`src/rtl/irq_prio_controller.sv`:
```
// Prioritised N-channel interrupt controller: edge/level capture, enable mask,
// lowest-index-first encode and a post-acknowledge hold-off on int_rq.
module irq_prio_controller #(
    parameter int N_IRQ   = 16,
    parameter int DATA_W  = 16,
    parameter int ADDR_W  = 4,
    parameter int HOLDOFF = 15,
    parameter int TMR_W   = 4
) (
    input  logic              clk,
    input  logic              rst,
    input  logic              ce,
    input  logic              wren,
    input  logic [1:0]        reg_addr,
    input  logic [DATA_W-1:0] from_cpu,
    input  logic [N_IRQ-1:0]  irq_in,
    output logic [DATA_W-1:0] to_cpu,
    output logic [ADDR_W-1:0] int_addr,
    output logic              int_rq
);

    localparam logic [TMR_W-1:0] HOLD = TMR_W'(HOLDOFF);

    logic [N_IRQ-1:0]  status_q, status_d;
    logic [N_IRQ-1:0]  enable_q, enable_d;
    logic [N_IRQ-1:0]  mode_q, mode_d;
    logic [N_IRQ-1:0]  prev_q;
    logic [TMR_W-1:0]  timer_q, timer_d;
    logic [DATA_W-1:0] to_cpu_q, to_cpu_d;
    logic [ADDR_W-1:0] int_addr_q, int_addr_d;
    logic              int_rq_q, int_rq_d;

    logic [N_IRQ-1:0]  trig;
    logic [N_IRQ-1:0]  active;
    logic [N_IRQ-1:0]  wdata;
    logic [ADDR_W-1:0] pri_idx;
    logic [DATA_W-1:0] vec;
    logic [DATA_W-1:0] rd_mux;
    logic              wr_status, wr_enable, wr_mode;
    logic              wdata_unused;

    // Upper write-data bits beyond the channel count are intentionally dropped
    assign wdata        = from_cpu[N_IRQ-1:0];
    assign wdata_unused = ^from_cpu;

    assign wr_status = ce & wren & (reg_addr == 2'd0);
    assign wr_enable = ce & wren & (reg_addr == 2'd1);
    assign wr_mode   = ce & wren & (reg_addr == 2'd2);

    // Level channels trigger while high; edge channels only on a 0->1 step
    assign trig   = irq_in & (mode_q | ~prev_q);
    assign active = status_q & enable_q;

    always_comb begin
        pri_idx = '0;
        for (int i = N_IRQ - 1; i >= 0; i--) begin
            if (active[i]) begin
                pri_idx = ADDR_W'(i);
            end
        end
    end

    always_comb begin
        status_d = status_q | trig;
        if (wr_status) begin
            status_d = (status_q & wdata) | trig;
        end
    end

    assign enable_d = wr_enable ? wdata : enable_q;
    assign mode_d   = wr_mode ? wdata : mode_q;

    always_comb begin
        timer_d = timer_q;
        if (wr_status) begin
            timer_d = HOLD;
        end else if (timer_q != '0) begin
            timer_d = timer_q - TMR_W'(1);
        end
    end

    assign int_rq_d   = (timer_q == '0) & (|active);
    assign int_addr_d = (|active) ? pri_idx : int_addr_q;

    always_comb begin
        vec               = '0;
        vec[DATA_W-1]     = int_rq_q;
        vec[ADDR_W-1:0]   = int_addr_q;
    end

    always_comb begin
        rd_mux = '0;
        unique case (reg_addr)
            2'd0: rd_mux = DATA_W'(status_q);
            2'd1: rd_mux = DATA_W'(enable_q);
            2'd2: rd_mux = DATA_W'(mode_q);
            2'd3: rd_mux = vec;
            default: rd_mux = '0;
        endcase
    end

    assign to_cpu_d = ce ? rd_mux : to_cpu_q;

    always_ff @(posedge clk) begin
        if (!rst) begin
            status_q   <= '0;
            enable_q   <= '0;
            mode_q     <= '0;
            prev_q     <= '1;
            timer_q    <= '0;
            to_cpu_q   <= '0;
            int_addr_q <= '0;
            int_rq_q   <= 1'b0;
        end else begin
            status_q   <= status_d;
            enable_q   <= enable_d;
            mode_q     <= mode_d;
            prev_q     <= irq_in;
            timer_q    <= timer_d;
            to_cpu_q   <= to_cpu_d;
            int_addr_q <= int_addr_d;
            int_rq_q   <= int_rq_d;
        end
    end

    assign to_cpu   = to_cpu_q;
    assign int_addr = int_addr_q;
    assign int_rq   = int_rq_q;

endmodule

```
`config.mk`:
```
export PLATFORM = sky130hd
export DESIGN_NAME = irq_prio_controller
export DESIGN_NICKNAME = d
export VERILOG_FILES = /design/src/rtl/irq_prio_controller.sv
export SDC_FILE = /design/constraint.sdc
export NUM_CORES = 1
export LEC_CHECK = 0
export ABC_AREA = 1
export BUFFER_PORTS_ARGS = -buffer_cell sky130_fd_sc_hd__buf_2
export CORE_ASPECT_RATIO = 0.6
export CORE_MARGIN = 2
export CORE_UTILIZATION = 50
export CTS_CLUSTER_DIAMETER = 100
export DETAILED_ROUTE_END_ITERATION = 8
export GPL_TIMING_DRIVEN = 0
export MAX_ROUTING_LAYER = met4
export PLACE_DENSITY = 0.72
export SYNTH_ARGS = -nofsm -noshare
export SYNTH_HDL_FRONTEND = slang
export SYNTH_SLANG_ARGS = --single-unit
export TNS_END_PERCENT = 1
```
`constraint.sdc`:
```
create_clock -name clk -period 3.5 [get_ports clk]
set_input_delay 0.7 -clock clk [delete_from_list [all_inputs] [get_ports clk]]
set_output_delay 0.7 -clock clk [all_outputs]
set_load 0.01 [all_outputs]
```
Word-level counts from Yosys, hierarchy flattened
Index checks and enable logic that the tools add are counted.
Widths: inputs -> output; s select.
- multiplexer cells: 20
- bitwise gates (word level): 12
- reduce and logical (&&, ||, !) cells: 5
- eq/ne operators: 3
- add/sub/neg operators: 1
- operators with widths (cell ; count):
    $mux 4 ; 18
    $pmux 16 s4 ; 1
    $and 16x16->16 ; 3
    $or 16x16->16 ; 3
    $mux 16 ; 1
    $not 16->16 ; 1
    $reduce_or 16->1 ; 1
    $and 1x1->1 ; 5
    $eq 2x2->1 const B ; 2
    $logic_not 4->1 ; 1
    $reduce_bool 4->1 ; 1
    $sub 4x1->4 const B ; 1
    $eq 2x1->1 const B ; 1
    $logic_not 2->1 ; 1
    $reduce_bool 2->1 ; 1
- register bits: 89
- output and inout port bits: 21
- word-level logic and storage cells: 49

Depth between registers and ports, before layout
Gate-level depths: netlist (run 1).
- depth in word-level cells: 17
- mapped depth: 18

Least setup slack after synthesis (run 1)
Ideal clock, no wire load.
- path type: input-to-reg
- start point: input reg_addr[1]
- end point: register status_q[10]
- arrival time: 1.583 ns
- cell stages on the path: 8
- required time: 3.366 ns
- slack: 1.784 ns
- library setup time: 0.134 ns
- cell sequence: buf_2 -> nor2_4 -> inv_2 -> nor2_4 -> inv_2 -> buf_6 -> o21ai_1 -> a21oi_1
- longest elaborated chain between the ends: 3
- ends and longest elaborated chain (item ; RTL line ; RTL):
    from (decl) ; 14 ; input logic [1:0] reg_addr,
    $logic_not 2->1 ; 46 ; assign wr_status = ce & wren & (reg_addr == 2'd0);
    $and 1x1->1 ; 46 ;
    $mux 16 ; 65 ; if (wr_status) begin
    to (signal assigned) ; 115 ; status_q <= status_d;
    to (decl) ; 24 ; logic [N_IRQ-1:0] status_q, status_d;
No other way between the ends.
A chain may end at the register's enable or synchronous reset.

Worst setup path after layout (run 1)
- start point: input rst
- end point: register int_addr_q[2] (netlist: int_addr[2])
- RTL lines (item ; RTL line ; RTL):
    from (decl) ; 11 ; input logic rst,
    to (signal assigned) ; 121 ; int_addr_q <= int_addr_d;
    to (decl) ; 30 ; logic [ADDR_W-1:0] int_addr_q, int_addr_d;
No word-level cell between the ends.

==> reports/qor.csv, run 1 <==
stage,metric,value,unit
run_status,status,"finished, final reports clean",
clock_tree,worstSkewPairLatency,0.34,ns
logic_synthesis,synth_cell_types,29,
place,dp_hpwl,7.19,mm
min_path,hp-class,register to register,
timing,fmax,581,MHz
timing,finalHoldViolations,0,
setup_path,start_kind,primary input,
setup_path,worstPathCellList,buf_2 -> inv_2 -> clkbuf_1 -> clkbuf_1 -> a21oi_1,
timing,fin_setup_tns,0,ns
global_routing,grt_pass1_wl,16.2,mm
setup_path,crit_type,primary input to register,
setup_path,r2r_end,int_addr[0]$_SDFFE_PN0P_,
clock_tree,cts_sinks,89,
global_routing,grt_usage,0.276,
die,initial_core_util,0.528,
min_path,whs_endpoint,to_cpu[12]$_SDFFE_PN0P_,
clock_tree,cts.path.max_buffers,2,
power,peakVddDrop,0.000513,V
logic_synthesis,syn_area,0.00360,mm²
logic_synthesis,yosys_register_bits,89,
logic_synthesis,synth_most_common_cell,dfxtp_1,
setup_path,r2r_slack,2.05,ns
logic_synthesis,synthFlopType,dfxtp_1,
drt,drt_first_pass_iters,5,
setup_path,cp-end-kind,register,
logic_synthesis,synth_nets,514,
global_routing,grt_antenna_before_repair,0,
drt,dr_total_vias,3391,
logic_synthesis,yosysSeqAreaShare,0.495,
drt,first_iter_violations,362,
logic_synthesis,netlist_top_cells_area,"dfxtp_1, nand2_1, nor2_1",
timing,slew_violations,0,
setup_path,reg2regPathDepth,18,
min_path,holdCritStartpoint,enable_q[12]$_SDFFE_PN0P_,
logic_synthesis,yosys_warnings,0,
clock_tree,hold_buffers,0,
setup_path,slowest_delay,0.53,ns
setup_path,crit_arrival,1.92,ns
logic_synthesis,synth_top_cell_area_share,0.495,
layout,final_nets,581,
drt,wl_per_cell,15.9,µm
drt,wl,10.0,mm
timing,setup_viol,0,
logic_synthesis,synth_edf_count,0,
logic_synthesis,yosysTopAreaCell,dfxtp_1,
layout,areaGrowthSynthToFinish,18.1,%
global_routing,grt_overflow,0,
setup_path,critical_path_required,3.70,ns
global_routing,grt_pass1_vias,3184,
drt,viasPerCell,5.37,
setup_path,cp_max_fo,10,
timing,rsz0062_at_grt,false,
setup_path,path_common_cell,clkbuf_1,
clock_tree,cts.repair.resized,0,
timing,slew_headroom,0.595,
die,dieWidth,114,µm
die,die_h,69.7,µm
place,gp_congestion,0.940,
die,coreArea,0.00682,mm²
layout,drive_above_1_share,0.204,
timing,tightestPinTransition,0.608,ns
layout,fill_cells,637,
die,top_level_ports,59,
logic_synthesis,synth_commonest_cells,"dfxtp_1, nand2_1, nor2_1",
logic_synthesis,async_reset_ff_frac,0,
logic_synthesis,synth_cells,474,
clock_tree,path_clk_slew,0.06,ns
global_routing,grt_max_degree,13,
power,p_leak,1.89,nW
setup_path,slowest_stage,clkbuf_1,
min_path,hold_path_depth,2,
run,maxCapViolCount,0,
timing,finalCritPeriodShare,0.492,
logic_synthesis,syn-mean-instance-area,7.59,µm²
clock_tree,cts_tree,done,
layout,utilization,0.624,
clock_tree,cts_root_buf,clkbuf_16,
clock_tree,cts.htree.levels,3,
layout,antenna_cells,0,
die,std_cell_rows,23,
drt,drc,0,
setup_path,reg2reg_from,status_q[15]$_SDFF_PN0_,
clock_tree,numCtsBuffers,9,
timing,fin_crit,1.72,ns
drt,final_antenna_net_count,0,
clock_tree,post_cts_buffers,0,
power,powerDensity,540,mW/mm²
die,dieArea,0.00792,mm²
timing,fin_skew,0.00704,ns
place,io_buffers,56,
[layout make-up]
type,instances,area (µm²),area share
Buffer,21,100,0.0235
Clock buffer,14,264,0.0621
Inverter,34,128,0.0300
Multi-Input combinational cell,330,1590,0.374
Sequential cell,89,1780,0.419
Tap cell,87,109,0.0256
Timing Repair Buffer,56,280,0.0659
[critical path: cells and delay by family]
family / cells / cell delay (ns)
buf+inv: 4 / 1.11
compound gates: 1 / 0.09
[sequential cells by signal (all words and copies together) (netlist names)]
register / count
mode_q: 16
to_cpu: 16
prev_q: 16
timer_q: 4
status_q: 16
enable_q: 16
int_addr: 4
int_rq: 1
[worst max path at each step]
stage	end	depth (start not counted)	slack (ns)	from
floorplan	status_q[10]$_SDFF_PN0_	8	1.78	reg_addr[1]
finish	int_addr[2]$_SDFFE_PN0P_	5	1.78	rst
CTS	int_addr[2]$_SDFFE_PN0P_	5	1.79	rst
global placement	status_q[10]$_SDFF_PN0_	5	1.47	rst
detailed placement	int_addr[2]$_SDFFE_PN0P_	5	1.43	rst
global route	int_addr[2]$_SDFFE_PN0P_	5	1.71	rst
[per-stage QoR]
step	setup WS [ns]	area [µm²]	total power [W]	instances	hold WS [ns]
final	1.78	4250	0.00230	631	0.497
after global routing	1.71	4250	0.00240	631	0.518
after CTS	1.79	4250	0.00231	631	0.497
after detailed placement	1.43	3990	0.00144	617	0.490
after global placement	1.47	3990	0.00142	617	0.483
after floorplan	1.78	3600	0.00133	474	0.463
[layer usage]
metal	GRT usage	share of wire
met3	0.0822	0.098
met5	-	0
met4	0.0921	0.017
met2	0.384	0.40
met1	0.381	0.48
[power breakdown]
part           total, W  internal [W]  switching, W
Clock          0.000870      0.000512      0.000358
Sequential      0.00112       0.00108     0.0000395
Combinational  0.000307      0.000118      0.000189
[cells by family (layout without fill, tap and decap cells)]
kind of cell    count (synthesis)  after routing  synth area share
compound gates                134            134             0.204
buf+inv                        55            125            0.0633
fa+ha+maj                       2              2           0.00695
flops                          89             89             0.495
simple gates                  193            193             0.228
xor+xnor                        1              1           0.00243
[placed cells by master (no fill, tap or decap), drive strengths merged]
cell type  count
nand4          2
inv           33
or2           16
a211oi         1
nor3           3
clkbuf        24
nor4           1
ha             2
xnor2          1
clkinv         1
nor2          77
a41oi         11
a31oi          6
a21oi         30
nand3          6
o31ai          1
buf           67
nand2         88
o211ai         1
dfxtp         89
o21ai         84
Note: power is estimated with default switching activity, not from simulation.
==> run 2, diff against run 1 <==
PLACE_DENSITY = 0.75   (was 0.72)
clock period = 1.4 ns   (was 3.5 ns; I/O delays follow)
==> reports/qor.csv, run 2 (synthesis gave the netlist of run 1 again) <==
stage,metric,value,unit,change
die,die_h,69.7,µm,unchanged
clock_tree,worstSkewPairLatency,0.35,ns,about the same
drt,drc,0,,unchanged
global_routing,grt_overflow,0,,unchanged
power,p_clk_frac,0.419,,+0.040
setup_path,crit_arrival,1.66,ns,-0.26 ns
layout,areaGrowthSynthToFinish,21.6,%,
setup_path,cp_top_family,simple AND/OR/NAND/NOR gates,,
drt,viasPerCell,5.44,,+1.2%
die,coreArea,0.00682,mm²,unchanged
global_routing,grt_usage,0.280,,+0.00473
clock_tree,cts.htree.levels,3,,unchanged
clock_tree,numCtsBuffers,9,,unchanged
layout,multiInputGateArea,0.00161,mm²,+1.4%
layout,mostFrequentLayoutCells,"dfxtp_1, nand2_1, nor2_1, buf_2, o21ai_0",,
run,maxCapViolCount,0,,unchanged
clock_tree,cts_root_buf,clkbuf_16,,
power,power.internal,0.00464,W,+170%
global_routing,grt_max_degree,14,,+1
clock_tree,cts_sinks,89,,unchanged
setup_path,start_kind,register,,
die,std_cell_rows,23,,unchanged
run_status,status,"finished, violations left",,
place,gp_congestion,0.962,,+2.3%
die,initial_core_util,0.528,,unchanged
die,dieArea,0.00792,mm²,unchanged
layout,drive_above_1_share,0.233,,+0.0287
drt,wl,10.2,mm,+2.0%
min_path,hp-class,primary input to register,,
layout,antenna_cells,0,,unchanged
clock_tree,path_clk_slew,0.06,ns,about the same
timing,fmax,694,MHz,
timing,finalCritPeriodShare,1.03,,
place,dp_hpwl,7.13,mm,-0.92%
drt,wl_per_cell,16.1,µm,+1.0%
power,peakVddDrop,0.00112,V,+120%
run_status,violations,negative setup slack,,
global_routing,grt_pass1_wl,16.5,mm,+1.9%
timing,fin_skew,0.00646,ns,-0.000579 ns
setup_path,cp_max_fo,2,,-8
timing,fin_crit,1.44,ns,
timing,slew_violations,0,,unchanged
power,p_leak,1.96,nW,+3.5%
drt,final_antenna_net_count,0,,unchanged
power,p_sw,0.00156,W,+170%
clock_tree,cts.path.max_buffers,2,,unchanged
layout,final_common_cell,dfxtp_1,,
drt,first_iter_violations,439,,+21%
clock_tree,hold_buffers,0,,unchanged
setup_path,worstPathCellList,nand2_2 -> clkinv_2 -> nand2_2 -> nand2_1 -> nand2_1 -> nand2_1 -> nand2_1 -> nand2_1 -> nand2_1 -> nand2_1 -> nand2_1 -> nand2_1 -> nand2_1 -> nand2_1 -> nand2_1 -> nand2_1 -> nand2_1 -> a21oi_2,,
setup_path,slowest_stage,dfxtp_2,,
power,power_frac_comb,0.130,,-0.004
place,io_buffers,56,,unchanged
timing,finalHoldViolations,0,,unchanged
setup_path,critical_path_required,1.62,ns,-2.08 ns
timing,fin_setup_tns,-0.0405,ns,-0.0405 ns
die,top_level_ports,59,,unchanged
power,powerDensity,1420,mW/mm²,+160%
layout,final_nets,585,,+0.69%
timing,slew_headroom,0.581,,-0.0139
timing,tightestPinTransition,0.629,ns,+0.0209 ns
clock_tree,cts_tree,done,,
timing,setup_ws,-0.0405,ns,-1.82 ns
drt,dr_total_vias,3465,,+2.2%
power,p_total,0.00620,W,+170%
timing,setup_viol,1,,+1
setup_path,crit_type,register to register,,
setup_path,path_common_cell,nand2_1,,
setup_path,cp-end-kind,register,,
global_routing,grt_pass1_vias,3261,,+2.4%
setup_path,cp.buffers_inverters,1,,-3
power,seqPwrFrac,0.451,,-0.036
setup_path,slowest_delay,0.32,ns,-0.21 ns
die,dieWidth,114,µm,unchanged
place,placed_cell_area,0.00399,mm²,unchanged
timing,rsz0062_at_grt,true,,
layout,ff_latch_area,0.00179,mm²,+0.28%
layout,fill_cells,634,,-0.47%
global_routing,grt_antenna_before_repair,0,,unchanged
layout,postLayoutCellArea,0.00438,mm²,+2.9%
power,p_sw_frac,0.251,,-0.00397
layout,utilization,0.642,,+0.0180
drt,drt_first_pass_iters,4,,-1
-- run 2: path summary, 6_finish.rpt --
| path | start | to | slack (ns) | cells past startpoint |
|---|---|---|---|---|
| min reg2reg | status_q[6]$_SDFF_PN0_ | status_q[6]$_SDFF_PN0_ | 0.50 | 2 |
| min | irq_in[5] | prev_q[5]$_SDFF_PN1_ | 0.12 | 2 |
| max reg2reg | enable_q[15]$_SDFFE_PN0P_ | int_addr[0]$_SDFFE_PN0P_ | -0.04 | 18 |
| max | enable_q[15]$_SDFFE_PN0P_ | int_addr[0]$_SDFFE_PN0P_ | -0.04 | 18 |
-- run 2: through the flow --
| stage | hold slack, ns | std cells | setup slack [ns] |
|---|---|---|---|
| after detailed placement | 0.480 | 617 | -0.255 |
| final | 0.125 | 637 | -0.0405 |
| after global routing | 0.126 | 637 | -0.191 |
| after CTS | 0.121 | 637 | -0.0145 |
| after global placement | 0.476 | 617 | -0.207 |
| after floorplan | 0.387 | 474 | 0.104 |
-- run 2: power groups by stage --
stage	logic, W	registers, W	clock network, W
global route	0.000899	0.00281	0.00275
global placement	0.000712	0.00284	0
floorplan	0.000487	0.00284	0
finish	0.000804	0.00280	0.00260
CTS	0.000758	0.00280	0.00262
detailed placement	0.000747	0.00285	0
-- run 2: routing by layer --
layer	part of all wire	GRT usage	up-vias
met5	0	-	-
met4	0.011	0.0705	0
met3	0.098	0.0857	14
met2	0.41	0.389	180
met1	0.48	0.397	1564
li1	-	-	1707
-- run 2: worst register-to-register path, stage by stage (launching register included) --
cell and delay [ns]:
dfxtp_2 0.32, nand2_2 0.08, clkinv_2 0.06, nand2_2 0.05, nand2_1 0.04, nand2_1 0.05, nand2_1 0.05, nand2_1 0.07
nand2_1 0.05, nand2_1 0.05, nand2_1 0.05, nand2_1 0.05, nand2_1 0.05, nand2_1 0.06, nand2_1 0.05, nand2_1 0.05
nand2_1 0.05, nand2_1 0.07, a21oi_2 0.05
-- run 2: area by class of cell --
cell class	count	area share
clock inverter	1	0.00686
tap	87	0.0249
sequential	89	0.408
multi-input combinational	330	0.369
timing repair buffer	60	0.0709
buffer	21	0.0229
inverter	34	0.0295
clock buffer	15	0.0681
-- run 2: repair_timing --
action | 4_1_cts | 5_1_grt
setup buffers | 4 | 0
pin swaps | 1 | 0
gates resized for setup | 5 | 6
endpoints found under the setup margin | 1 | 4
